### config.mk
export PLATFORM = sky130hd
export DESIGN_NAME = isolde_vli_collector
export DESIGN_NICKNAME = d
export VERILOG_FILES = /design/src/rtl/isolde_vli_pkg.sv /design/src/rtl/isolde_vli_collector.sv
export SDC_FILE = /design/constraint.sdc
export NUM_CORES = 1
export LEC_CHECK = 0
export ABC_AREA = 1
export ABC_CLOCK_PERIOD_IN_PS = 2500
export BUFFER_PORTS_ARGS = -buffer_cell sky130_fd_sc_hd__clkbuf_2
export CAP_MARGIN = 20
export CORE_UTILIZATION = 42
export CTS_BUF_LIST = sky130_fd_sc_hd__clkbuf_2
export CTS_CLUSTER_DIAMETER = 30
export DETAILED_ROUTE_END_ITERATION = 12
export PLACE_DENSITY_LB_ADDON = 0.15
export SYNTH_ARGS = -nofsm -noshare
export SYNTH_HDL_FRONTEND = slang
export SYNTH_SLANG_ARGS = --single-unit
### constraint.sdc
create_clock -name clk_i -period 2.5 [get_ports clk_i]
set_input_delay 0.25 -clock clk_i [delete_from_list [all_inputs] [get_ports clk_i]]
set_output_delay 0.25 -clock clk_i [all_outputs]
set_load 0.01 [all_outputs]
### src/rtl/isolde_vli_pkg.sv
// Purpose: shared types, opcodes and header length decode for the VLI collector.
// Latency: n/a (types and a combinational helper only).
// Backpressure: n/a.
package isolde_vli_pkg;

  typedef enum logic [1:0] {
    IDLE,
    COLLECT,
    ISSUE
  } vli_state_e;

  localparam logic [6:0] OPC_VLI1 = 7'h0B;
  localparam logic [6:0] OPC_VLI2 = 7'h2B;
  localparam logic [6:0] OPC_VLIN = 7'h5B;

  // Raw instruction length in words from the header opcode; 0 means illegal.
  // The upper bound against the configured buffer depth is checked by the user.
  function automatic logic [3:0] vli_len(input logic [31:0] hdr);
    logic [3:0] len;
    len = 4'd0;
    case (hdr[6:0])
      OPC_VLI1: len = 4'd1;
      OPC_VLI2: len = 4'd2;
      OPC_VLIN: len = {1'b0, hdr[14:12]} + 4'd1;
      default:  len = 4'd0;
    endcase
    return len;
  endfunction

endpackage

### src/rtl/isolde_vli_collector.sv
// Purpose: collects a variable-length instruction word by word and issues it whole.
// Latency: instr_valid_o rises the cycle after the last word is accepted (N cycles for N words).
// Backpressure: fetch stalls only while a complete instruction waits for instr_ready_i.
module isolde_vli_collector
  import isolde_vli_pkg::*;
#(
  parameter int MaxWords = 5,
  localparam int LenW    = $clog2(MaxWords + 1)
) (
  input  logic                  clk_i,
  input  logic                  rst_ni,
  input  logic                  flush_i,
  input  logic                  fetch_valid_i,
  input  logic [31:0]           fetch_word_i,
  output logic                  fetch_ready_o,
  output logic                  instr_valid_o,
  input  logic                  instr_ready_i,
  output logic [MaxWords*32-1:0] instr_words_o,
  output logic [LenW-1:0]       instr_len_o,
  output logic                  illegal_o,
  output logic                  busy_o
);

  vli_state_e            state_q, state_d;
  logic [LenW-1:0]       count_q;
  logic [LenW-1:0]       len_q;
  logic [LenW-1:0]       count_inc;
  logic [MaxWords*32-1:0] buf_q;
  logic                  illegal_q;

  logic                  fetch_fire;
  logic                  issue_fire;
  logic                  hdr_take;
  logic                  hdr_legal;
  logic [3:0]            hdr_raw;
  logic [LenW-1:0]       hdr_len;
  vli_state_e            hdr_next;

  // Decode the incoming word as if it were a header; only used when a header is expected.
  always_comb begin
    hdr_raw   = vli_len(fetch_word_i);
    hdr_legal = (hdr_raw != 4'd0) && (hdr_raw <= 4'(MaxWords));
    hdr_len   = LenW'(hdr_raw);
    hdr_next  = IDLE;
    if (hdr_legal) begin
      hdr_next = (hdr_len == LenW'(1)) ? ISSUE : COLLECT;
    end
  end

  // State register; reset drops everything immediately.
  always_ff @(posedge clk_i or negedge rst_ni) begin
    if (!rst_ni) begin
      state_q <= IDLE;
    end else begin
      state_q <= state_d;
    end
  end

  // Handshake outputs and next state; a header may be taken in IDLE or on the issue cycle.
  always_comb begin
    fetch_ready_o = 1'b1;
    instr_valid_o = 1'b0;
    busy_o        = 1'b1;
    state_d       = state_q;
    count_inc     = count_q + LenW'(1);

    case (state_q)
      IDLE:    busy_o = 1'b0;
      COLLECT: fetch_ready_o = 1'b1;
      ISSUE: begin
        instr_valid_o = 1'b1;
        fetch_ready_o = instr_ready_i;
      end
      default: busy_o = 1'b0;
    endcase

    fetch_fire = fetch_valid_i && fetch_ready_o;
    issue_fire = instr_valid_o && instr_ready_i;
    hdr_take   = fetch_fire && ((state_q == IDLE) || issue_fire);

    case (state_q)
      IDLE: begin
        if (hdr_take) state_d = hdr_next;
      end
      COLLECT: begin
        if (fetch_fire && (count_inc == len_q)) state_d = ISSUE;
      end
      ISSUE: begin
        if (issue_fire) state_d = hdr_take ? hdr_next : IDLE;
      end
      default: state_d = IDLE;
    endcase

    if (flush_i) state_d = IDLE;
  end

  // Word buffer, length, count and the illegal-header pulse; flush discards handshakes.
  always_ff @(posedge clk_i or negedge rst_ni) begin
    if (!rst_ni) begin
      buf_q     <= '0;
      len_q     <= '0;
      count_q   <= '0;
      illegal_q <= 1'b0;
    end else if (flush_i) begin
      count_q   <= '0;
      illegal_q <= 1'b0;
    end else begin
      illegal_q <= hdr_take && !hdr_legal;
      if (hdr_take && hdr_legal) begin
        buf_q   <= (MaxWords*32)'(fetch_word_i);
        len_q   <= hdr_len;
        count_q <= LenW'(1);
      end else if (fetch_fire && (state_q == COLLECT)) begin
        for (int k = 1; k < MaxWords; k++) begin
          if (count_q == LenW'(k)) buf_q[k*32 +: 32] <= fetch_word_i;
        end
        count_q <= count_inc;
      end else if (issue_fire) begin
        count_q <= '0;
      end
    end
  end

  assign instr_words_o = buf_q;
  assign instr_len_o   = len_q;
  assign illegal_o     = illegal_q;

endmodule
==> results.json <==
{
  "status": "finished, final reports clean",
  "fp-row-count": 47,
  "start_util_pct": 43.6,
  "cts_tree": "built",
  "clock_path_buffers": 2,
  "setup_viol": 0,
  "yosys-top-cells-area": "dfrtp_1, nand2_1, nand3_1",
  "power.total_mw": 6.10,
  "syn_avg_cell_area_um2": 8.52,
  "coreArea_um2": 16800,
  "ys_warn_count": 0,
  "worstMarginPinSlew_ns": 0.468,
  "die_area_um2": 17900,
  "grt_antenna_before_repair": 1,
  "yosysMostFrequentCell": "nand2_1",
  "crit_type": "in2reg",
  "ys_seq_area_share_pct": 57.9,
  "drtIter0Drc": 430,
  "crit_path_start_kind": "input port",
  "maxCapViolCount": 0,
  "dp_hpwl_um": 14300,
  "synth_area_um2": 7300,
  "worstHoldStart": "fetch_word_i[17]",
  "powerDensity_nw_per_um2": 659,
  "num_vias": 6541,
  "drc_errors": 0,
  "p_leak_nw": 5.55,
  "die_h_um": 134,
  "netlist_top_cells_count": "nand2_1, dfrtp_1, nand3_1",
  "fmax_ghz": 0.430,
  "clkTransAtPathRegs_ns": 0.23,
  "clock-sinks": 169,
  "fin_hold_ws_ns": 0.255,
  "rsz0062_at_grt": "false",
  "synth_cells": 857,
  "cp_max_fo": 5,
  "synthDistinctLibCells": 28,
  "port_buffers": 203,
  "synth_nets": 904,
  "clock_skew_ns": 0.0241,
  "cts_root_buf": "clkbuf_2",
  "grt_usage_pct": 24.7,
  "slew_headroom_pct": 68.8,
  "drt_wl_total_um": 21500,
  "async_reset_ff_share_pct": 100,
  "cp.required_ns": 3.17,
  "grt_first_pass_wirelength_um": 34100,
  "yosysTopAreaCellShare_pct": 57.9,
  "die-width_um": 134,
  "critPathArrivalTime_ns": 3.00,
  "reg2reg_from": "state_q[0]$_DFFE_PN0P_",
  "slowest_delay_ns": 0.59,
  "finalCriticalPeriod_ns": 2.33,
  "h-tree-depth": 4,
  "wl_per_cell_um": 16.2,
  "cp-startpoint": "fetch_word_i[4]",
  "tns_ns": 0,
  "clkLatencyLatePin_ns": 0.71,
  "slew_violations": 0,
  "grt_max_degree": 76,
  "firstDrtPassIters": 5,
  "gr-total-overflow": 0,
  "numCtsBuffers": 17,
  "yosys.area.top_type": "dfrtp_1",
  "synth_seq_cells": 169,
  "drive_gt1_share_pct": 25.1,
  "gp_congestion": 0.809,
  "synth-main-ff-cell": "dfrtp_1",
  "syn_to_final_growth_pct": 26.9,
  "grt_pass1_vias": 6320,
  "nets": 1146,
  "path_cells": "dlygate4sd3_1, clkbuf_2, nor3_1, dlygate4sd3_1, nand2_1, nand2_1, inv_1, nand2_2, nand3_4, nor2_4, nand2_1, dlygate4sd3_1, nand2_1",
  "ir_worst_vdd_mv": 0.282,
  "period_share_pct": 93.0,
  "io-pin-count": 204,
  "crit_top_cell": "nand2_1",
  "synth-edff-count": 0,
  "cp_slowest_cell": "dlygate4sd3_1",
  "worst_setup_path_end_kind": "register",
  "ant_nets": 0,
  "routed_via_density": 4.92,
  "report.final.hold_viol_count": 0,
  "min_path_type": "in2reg"
}
-- final cells by class --
cell class	count	area [µm²]
multi-input combinational	591	2640
sequential	169	4230
fill	1567	7500
timing repair buffer	270	1710
inverter	50	188
tap	220	275
antenna	1	2.50
clock buffer	19	95.1
clock inverter	10	130
-- what timing repair did --
item / 4_1_cts / 5_1_grt
endpoints found under the hold margin: 334 / 0
gates resized for setup: 0 / 3
hold buffers: 43 / 0
endpoints found under the setup margin: 0 / 10
buffers inserted: 0 / 1
-- cells in the final DEF (no fill, tap or decap) --
cell type | Yosys | layout
dfrtp_1 | 169 | 169
clkinv_1 | 0 | 1
nor2_4 | 3 | 4
buf_4 | 11 | 18
nor2_2 | 3 | 3
nand3_2 | 0 | 3
and2_1 | 1 | 1
nor3_1 | 3 | 3
a21oi_4 | 1 | 1
o21ai_1 | 1 | 1
nor2_1 | 5 | 5
buf_12 | 0 | 6
bufinv_16 | 0 | 3
clkinv_2 | 0 | 4
nand2_2 | 1 | 2
clkinvlp_4 | 0 | 1
nand2_4 | 1 | 1
buf_6 | 4 | 2
or2_1 | 2 | 2
nand3_4 | 2 | 2
nand3_1 | 142 | 139
or2_2 | 1 | 1
inv_1 | 45 | 45
clkinv_4 | 0 | 1
clkbuf_2 | 0 | 221
inv_2 | 5 | 5
ha_1 | 10 | 10
diode_2 | 0 | 1
dlygate4sd3_1 | 0 | 42
nand2_1 | 400 | 399
o21ai_0 | 7 | 7
xnor2_1 | 2 | 2
nand3b_1 | 1 | 1
xor2_1 | 1 | 1
a21oi_1 | 3 | 3
-- path summary, 6_finish.rpt --
path                                                  endpoint  slack [ns]  cells after the start
worst max-delay path             instr_words_o[11]$_DFFE_PN0P_        0.17                     13
worst min-delay path             instr_words_o[17]$_DFFE_PN0P_        0.25                      4
worst max register to register   instr_words_o[11]$_DFFE_PN0P_        0.21                     12
worst min register to register    instr_words_o[2]$_DFFE_PN0P_        0.50                      2
max in group asynchronous        instr_words_o[97]$_DFFE_PN0P_        1.52                      4
min in group asynchronous       instr_words_o[131]$_DFFE_PN0P_        0.56                      4
-- critical path: cells and delay by family --
family                 cells  cell delay [ns]
buffers and inverters      5             1.87
AND/OR/NAND/NOR            8             0.86
-- stage by stage --
| stage | std cells | setup slack, ns | cell area, µm² | util [%] |
|---|---|---|---|---|
| 3_3_place_gp | 1255 | 0.348 | 8570 | 51.1 |
| 4_1_cts | 1327 | 0.0502 | 9240 | 55.1 |
| 2_1_floorplan | 857 | 0.551 | 7300 | - |
| 5_1_grt | 1330 | 0.00614 | 9260 | 55.3 |
| 6_report | 1330 | 0.174 | 9260 | 55.3 |
| 3_5_place_dp | 1255 | 0.294 | 8570 | 51.1 |
-- state kept, by name, indices dropped and copies added (netlist names) --
register       flops
illegal_o          1
instr_len_o        3
instr_words_o    160
state_q            2
count_q            3
-- routing by layer --
layer	global-route usage (%)	share of wire, %	up-vias
li1	-	-	3153
met1	34.1	45	3166
met2	38.9	48	209
met3	6.05	6.1	13
met4	6.12	0.89	0
met5	0	0	-
-- cell families (layout without fill, tap and decap cells) --
logic type,after synthesis,count (layout),share of synthesized area (%)
and+or+nand+nor,565,566,32.6
adders and majority gates,10,10,1.71
DFF,169,169,57.9
xor gates and xnor gates,3,3,0.360
buffers and inverters,98,349,6.38
AOI/OAI and AO/OA,12,12,0.977
other,0,1,0
-- where the power goes --
part | leakage [nW] | switching, mW | internal, mW | total [mW]
Clock | 0.143 | 0.918 | 0.540 | 1.46
Sequential | 2.27 | 0.247 | 3.13 | 3.37
Combinational | 3.13 | 0.722 | 0.549 | 1.27
Power figures use the tool's default switching activity.
